## src/rtl/cache_refill_arbiter.sv

```systemverilog
// Shares one word-wide bus port between I-cache refills and D-cache refills/stores.
// Refills run as NUM_WORDS read beats assembled MSB-first into a per-port line buffer.
module cache_refill_arbiter #(
  parameter int BLOCK_SIZE = 32
) (
  input  logic                    clk,
  input  logic                    rst,
  input  logic                    i_req,
  input  logic [31:0]             i_addr,
  output logic [BLOCK_SIZE*8-1:0] i_rdata,
  output logic                    i_done,
  input  logic                    d_req,
  input  logic                    d_we,
  input  logic [31:0]             d_addr,
  input  logic [31:0]             d_wdata,
  input  logic [2:0]              d_size,
  output logic [BLOCK_SIZE*8-1:0] d_rdata,
  output logic                    d_done,
  output logic                    bus_valid,
  output logic [31:0]             bus_addr,
  output logic                    bus_write,
  output logic [31:0]             bus_wdata,
  output logic [2:0]              bus_size,
  input  logic                    bus_ready,
  input  logic [31:0]             bus_rdata
);

  localparam int NUM_WORDS = BLOCK_SIZE / 4;
  localparam int LINE_W    = BLOCK_SIZE * 8;
  localparam int CNT_W     = $clog2(NUM_WORDS) + 1;
  localparam int IDX_W     = $clog2(LINE_W);
  localparam logic [CNT_W-1:0] LAST_BEAT = CNT_W'(NUM_WORDS - 1);
  localparam logic [31:0]      OFF_MASK  = 32'(BLOCK_SIZE - 1);

  typedef enum logic [2:0] {IDLE, I_FILL, D_FILL, D_WRITE, DONE} state_t;

  state_t           state, state_nxt;
  logic             last_grant;  // 1 = D port
  logic             served;      // 1 = D port
  logic             mask_i, mask_d;
  logic [CNT_W-1:0] cnt;
  logic             elig_i, elig_d, grant_i, grant_d, beat, last;
  logic [CNT_W-1:0] widx;
  logic [IDX_W-1:0] lsb;
  logic [31:0]      beat_data, grant_addr;

  assign elig_i     = i_req & ~mask_i;
  assign elig_d     = d_req & ~mask_d;
  assign grant_i    = (state == IDLE) & elig_i & (~elig_d | last_grant);
  assign grant_d    = (state == IDLE) & elig_d & ~grant_i;
  assign beat       = bus_valid & bus_ready;
  assign last       = beat & (cnt == LAST_BEAT);
  assign widx       = LAST_BEAT - cnt;
  assign lsb        = IDX_W'({widx, 5'd0});
  assign beat_data  = {bus_rdata[7:0], bus_rdata[15:8], bus_rdata[23:16], bus_rdata[31:24]};
  assign grant_addr = grant_i ? i_addr : d_addr;

  always_ff @(posedge clk or negedge rst) begin
    if (!rst) state <= IDLE;
    else      state <= state_nxt;
  end

  always_comb begin
    state_nxt = state;
    case (state)
      IDLE: begin
        if (grant_i)      state_nxt = I_FILL;
        else if (grant_d) state_nxt = d_we ? D_WRITE : D_FILL;
      end
      I_FILL, D_FILL: if (last) state_nxt = DONE;
      D_WRITE:        if (beat) state_nxt = DONE;
      DONE:           state_nxt = IDLE;
      default:        state_nxt = IDLE;
    endcase
  end

  // All outputs are registered; this block produces them from the current state.
  always_ff @(posedge clk or negedge rst) begin
    if (!rst) begin
      bus_valid  <= 1'b0;
      bus_addr   <= '0;
      bus_write  <= 1'b0;
      bus_wdata  <= '0;
      bus_size   <= '0;
      i_done     <= 1'b0;
      d_done     <= 1'b0;
      i_rdata    <= '0;
      d_rdata    <= '0;
      cnt        <= '0;
      last_grant <= 1'b1;
      served     <= 1'b0;
      mask_i     <= 1'b0;
      mask_d     <= 1'b0;
    end else begin
      i_done <= 1'b0;
      d_done <= 1'b0;
      // The port just served sits out the following IDLE cycle while it drops req.
      mask_i <= (state == DONE) & ~served;
      mask_d <= (state == DONE) & served;
      case (state)
        IDLE: begin
          if (grant_i | grant_d) begin
            last_grant <= grant_d;
            served     <= grant_d;
            cnt        <= '0;
            bus_valid  <= 1'b1;
            if (grant_d & d_we) begin
              bus_addr  <= d_addr;
              bus_write <= 1'b1;
              bus_wdata <= d_wdata;
              bus_size  <= d_size;
            end else begin
              bus_addr  <= grant_addr & ~OFF_MASK;
              bus_write <= 1'b0;
              bus_wdata <= '0;
              bus_size  <= 3'b010;
            end
            if (grant_i)    i_rdata <= '0;
            else if (!d_we) d_rdata <= '0;
          end
        end
        I_FILL, D_FILL: begin
          if (beat) begin
            cnt <= cnt + CNT_W'(1);
            if (served) d_rdata[lsb +: 32] <= beat_data;
            else        i_rdata[lsb +: 32] <= beat_data;
            if (last) begin
              bus_valid <= 1'b0;
              i_done    <= ~served;
              d_done    <= served;
            end else begin
              bus_addr  <= bus_addr + 32'd4;
            end
          end
        end
        D_WRITE: begin
          if (beat) begin
            cnt       <= cnt + CNT_W'(1);
            bus_valid <= 1'b0;
            d_done    <= 1'b1;
          end
        end
        default: ;
      endcase
    end
  end

endmodule

```

## config.mk

```make
export PLATFORM = sky130hd
export DESIGN_NAME = cache_refill_arbiter
export DESIGN_NICKNAME = d
export VERILOG_FILES = /design/src/rtl/cache_refill_arbiter.sv
export SDC_FILE = /design/constraint.sdc
export NUM_CORES = 1
export LEC_CHECK = 0
export CORE_ASPECT_RATIO = 1.4
export CORE_MARGIN = 4
export CORE_UTILIZATION = 30
export DETAILED_ROUTE_END_ITERATION = 7
export GPL_TIMING_DRIVEN = 0
export PLACE_DENSITY_LB_ADDON = 0.2
export SLEW_MARGIN = 20
export SYNTH_ARGS = -nofsm -noshare
export SYNTH_HDL_FRONTEND = slang
export SYNTH_SLANG_ARGS = --single-unit
```

## constraint.sdc

```tcl
create_clock -name clk -period 2.3 [get_ports clk]
set_input_delay 0.69 -clock clk [delete_from_list [all_inputs] [get_ports clk]]
set_output_delay 0.69 -clock clk [all_outputs]
set_load 0.02 [all_outputs]
```

==> out/metrics.yaml <==
drt:
  drc: 0
  vias: 19653
  first_iter_violations: 1108
  firstDrtPassIters: 5
  final_antenna_net_count: 0
  vias_per_cell: 5.43
  drt-wirelength-per-cell_um: 28.8
  wl_mm: 104
die:
  initial_core_util: 0.303
  fp-row-count: 119
  die_area_mm2: 0.0805
  ioPinCount: 720
  core_area_mm2: 0.0753
  die_h_um: 334
  die_width_um: 241
timing:
  setup_viol: 11
  worst_slew_pin_slew_ns: 0.907
  fin_ws_ns: -0.0760
  fin_setup_tns_ns: -0.415
  fin_worst_skew_ns: 0.0219
  hold_violations: 0
  finalCriticalPeriod_ns: 2.38
  finalMaxSlewViolations: 0
  rsz0062_at_grt: "true"
  timing.final.crit_share: 1.03
  max_freq_ghz: 0.421
  slew_headroom: 0.396
  fin_hold_ws_ns: 0.0151
worst_setup_path:
  crit_cells: 9
  rr_worst_depth: 9
  crit_fanout: 6
  crit_chain: "ha_4 > ha_4 > nor2b_4 > nand2_4 > nand2_2 > nand4_1 > buf_6 > clkbuf_16 > mux2_4"
  slowest_stage: "dfrtp_1"
  crit_buf_inv: 2
  critical_path_class: "flip-flop to flip-flop"
  regToRegSetupSlack_ns: -0.08
  crit_family: "simple AND/OR/NAND/NOR gates"
  crit_path_frequent_cell: "ha_4"
  crit_arrival_ns: 2.88
  slowest_delay_ns: 0.43
  required_ns: 2.81
  end_kind: "flip-flop"
  crit_path_start_kind: "flip-flop"
synthesis:
  netlist-cell-type-count: 55
  yosys_warnings: 0
  syn-cell-area_mm2: 0.0228
  synth.avg_cell_area_um2: 13.2
  yosys.area.top_type: "dfrtp_1"
  yosys.area.top_type_share: 0.651
  synth_common_cells: "dfrtp_1 (593), a22o_1 (443), clkbuf_1 (152)"
  ys_ff_latch: 594
  syn_nets: 1869
  syn_inst: 1728
  synth_edf_count: 0
  synth_seq_area_share: 0.652
  ys_async_sr_fraction: 1.00
  synth_area_leaders: "dfrtp_1 (65%), a22o_1 (17%), o2bb2ai_1 (3.7%), clkbuf_1 (2.5%), nand2_1 (1.4%)"
  synth_most_common_cell: "dfrtp_1"
  synth_ff_type: "dfrtp_1"
global_routing:
  grt_first_pass_wirelength_mm: 147
  grt_usage: 0.246
  grt_pass1_vias: 20473
  grt_max_degree: 98
  grt_overflow: 0
  antenna_found_initial: 6
clock_network:
  clk_path_buf_depth: 3
  holdBufCountCts: 0
  clock-root-buffer: "clkbuf_16"
  clock_sinks: 594
  cts_buffers: 60
  clk_pin_slew_ns: 0.06
  clk_latency_ns: 0.64
  ctsHtreeMaxLevel: 2
  cts_tree: "built"
layout:
  postLayoutCellArea_mm2: 0.0357
  fin_cells: 3620
  drive_gt1_frac: 0.186
  fin_util: 0.474
  area_delta_synth_final_pct: 56.5
  num-nets-final: 2741
  fillers: 7018
placement:
  place_area_mm2: 0.0315
  dp_hpwl_mm: 77.5
  gp_congestion: 0.899
  port-buffer-count: 714
  place_inst: 3416
  pre_cts_slack_ns: -1.58
run_status:
  status: "finished, violations left"
  violations: "negative setup slack"
pwr:
  clockPowerShare: 0.217
  seq_power_share: 0.304
  power_frac_comb: 0.479
  leakagePower_nw: 18.7
  p_int_mw: 26.1
  power_switching_mw: 19.3
  switching_share: 0.425
  ir_drop_mv: 0.878
  power_density_mw_per_mm2: 1270
  total_power_mw: 45.4
min_path:
  hp-class: "input pin to asynchronous set/reset pin"
run:
  cap_violations: 0
-- repair_timing --
action | 4_1_cts | 5_1_grt
pin swaps | 41 | 85
gates cloned | 6 | 8
buffers inserted | 65 | 24
gates resized for setup | 891 | 273
setup endpoints to repair | 1166 | 527
-- cell usage in the layout, fill, tap and decap left out, types with 17 or more instances in the layout --
cell type,synthesis,routed
clkbuf_16,0,71
clkbuf_4,0,33
nor2_1,28,22
clkbuf_8,0,26
a21oi_1,27,26
buf_12,0,29
a22o_1,443,442
o2bb2ai_1,97,67
buf_4,0,80
and2_1,42,31
dfrtp_1,593,590
dlygate4sd2_1,0,585
clkbuf_1,152,28
nand4_1,17,17
clkdlybuf4s50_1,0,128
buf_6,0,34
clkbuf_2,0,24
nand2_1,85,73
-- state kept, by name, summed over array words and instances, names as in the netlist --
signal,cells
cnt,4
bus_valid,1
served,1
mask_i,1
state,3
bus_write,1
bus_size,3
d_rdata,256
d_done,1
bus_addr,32
mask_d,1
bus_wdata,32
last_grant,1
i_done,1
i_rdata,256
-- power by group through the flow --
stage               Combinational [mW]  Sequential [mW]  Clock, mW
detailed placement                18.2             13.9          0
CTS                               20.1             13.7       10.0
floorplan                         7.14             15.7          0
finish                            21.7             13.8       9.86
global placement                  18.0             14.0          0
global route                      22.9             14.0       10.5
-- cells by family after synthesis --
| kind of cell | Yosys count | share of synthesized area |
|---|---|---|
| muxes | 20 | 0.00977 |
| xor gates and xnor gates | 2 | 0.000768 |
| adders and majority gates | 4 | 0.00219 |
| AOI/OAI and AO/OA | 653 | 0.241 |
| buffers and inverters | 177 | 0.0302 |
| and+or+nand+nor | 278 | 0.0636 |
| DFF | 594 | 0.652 |
-- worst paths after layout --
kind	from	end
min in group clk	bus_write	bus_write
max	cnt[1]	d_rdata[124]
min	rst	bus_addr[16]
max in group asynchronous	rst	i_rdata[41]
max reg2reg	cnt[1]	d_rdata[124]
min reg2reg	bus_write	bus_write
-- final cells by class --
class / instances / area [um2] / share of cell area
Antenna cell: 5 / 12.5 / 0.000351
Buffer: 159 / 1450 / 0.0406
Clock buffer: 90 / 1710 / 0.0480
Clock inverter: 19 / 226 / 0.00635
Inverter: 5 / 18.8 / 0.000526
Multi-Input combinational cell: 957 / 8270 / 0.232
Sequential cell: 594 / 14900 / 0.417
Tap cell: 968 / 1210 / 0.0340
Timing Repair Buffer: 823 / 7900 / 0.221
-- per-layer routing --
metal | vias up | global-route usage | wire length, um
met5 | - | 0 | 26
met4 | 4 | 0.0909 | 4250
met3 | 176 | 0.0649 | 8120
met2 | 938 | 0.439 | 54100
met1 | 10157 | 0.281 | 37800
li1 | 8378 | - | -
Power figures use the tool's default switching activity.
==> patch, RTL diff (config.mk and constraints unchanged) <==
Change the parameter `BLOCK_SIZE` from 32 to 16.
--- a/src/rtl/cache_refill_arbiter.sv
+++ b/src/rtl/cache_refill_arbiter.sv
@@ -1,7 +1,7 @@
 // Shares one word-wide bus port between I-cache refills and D-cache refills/stores.
 // Refills run as NUM_WORDS read beats assembled MSB-first into a per-port line buffer.
 module cache_refill_arbiter #(
-  parameter int BLOCK_SIZE = 32
+  parameter int BLOCK_SIZE = 16
 ) (
   input  logic                    clk,
   input  logic                    rst,
Ports: changed (resized d_rdata and i_rdata); port bits go from 720 to 464. The function was not compared with the original's and may differ.
==> patch against the unedited design <==
  * Power decreased by 47%
  * Wire length down 51%
  * Setup slack improved by 0.12 ns
  * Sequential share of layout area is 0.60 points lower
  * Area after synthesis is 41% lower
  * Final area down 42%
  * Sequential cell count is 257 lower
  * Final cell count shrank 41%
  * Synthesized cell count is 40% lower
  * First-iteration DRC count shrank 47%
  * Die area down 40%
  * Register-to-register slack better by 0.15 ns
==> patch: results <==
set metrics [dict create \
    status "finished, final reports clean" \
    drt-initial-drc-count 583 \
    p_leak_nw 9.27 \
    syn_nets 1178 \
    place_congestion 0.831 \
    ys_seq_area_frac 0.627 \
    grtUsageMet3 0.0519 \
    tightest_slew_ns 0.696 \
    grt_max_degree 94 \
    vias 11100 \
    grt_use_met1 0.254 \
    antenna_cells 0 \
    synth_compound_area_frac 0.248 \
    gr-usage-met2 0.344 \
    drive_gt1_frac 0.149 \
    synthDistinctLibCells 62 \
    power.switching_mw 9.13 \
    avgSynthCellArea_um2 13.0 \
    top_regs "d_rdata: 128 flops, i_rdata: 128 flops" \
    clock_skew_ns 0.0190 \
    r2r_setup_slack_ns 0.07 \
    timing.rr.end "bus_addr[19]" \
    drt-met1-wl_um 20700 \
    synth_common_cells "dfrtp_1, a22o_1, buf_2" \
    met3_length_um 3470 \
    cts_made_buffers 37 \
    synthMuxAreaShare 0.0129 \
    grt_use_total 0.204 \
    grt_pass1_wl_um 76400 \
    cp_slowest_cell "clkdlybuf4s50_1" \
    rr_worst_depth 7 \
    cpPeakStageDelay_ns 0.65 \
    wl_per_cell_um 24.1 \
    dr_wl_met2_um 25000 \
    clk_pin_slew_ns 0.06 \
    vdd_drop_max_uv 699 \
    dp.cells 2023 \
    layout.nets 1676 \
    synthAdderAreaFrac 0.00558 \
    fin_hold_ws_ns 0.0872 \
    grt_pass1_vias 11700 \
    endpoint "bus_addr[9]" \
    power_frac_seq 0.339 \
    r2r-start "state[0]" \
    cp.arrival_ns 1.56 \
    path_delay_family "buffers and inverters" \
    nFillCells 4068 \
    vias_per_cell 5.25 \
    hpwlAfterDp_um 36800 \
    combPwrFrac 0.413 \
]
-- patch: timing repair --
action / CTS / global route
endpoints found under the setup margin: 312 / 265
cloned: 1 / 1
buffers inserted: 29 / 7
resized for setup: 97 / 68
pin swaps: 11 / 14
-- patch: worst register-to-register path, cell delays in order, from the launching register on --
cell,delay [ns]
dfrtp_2,0.46
or3_4,0.48
or3_4,0.41
buf_6,0.16
buf_6,0.17
mux2i_1,0.21
o32a_1,0.18
nand2_1,0.05
-- patch: layout make-up --
cell class,instances,share of cell area
sequential,337,0.411
timing repair buffer,468,0.233
multi-input combinational,579,0.230
clock buffer,50,0.0514
tap,558,0.0340
buffer,99,0.0306
clock inverter,16,0.00755
inverter,11,0.00201
-- patch: stage by stage --
stage	utilization	setup WS (ns)
3_3_place_gp	0.417	-14.35
2_1_floorplan	-	0.0484
3_5_place_dp	0.419	-1.34
6_report	0.465	0.0451
5_1_grt	0.465	-0.00416
4_1_cts	0.460	0.00540
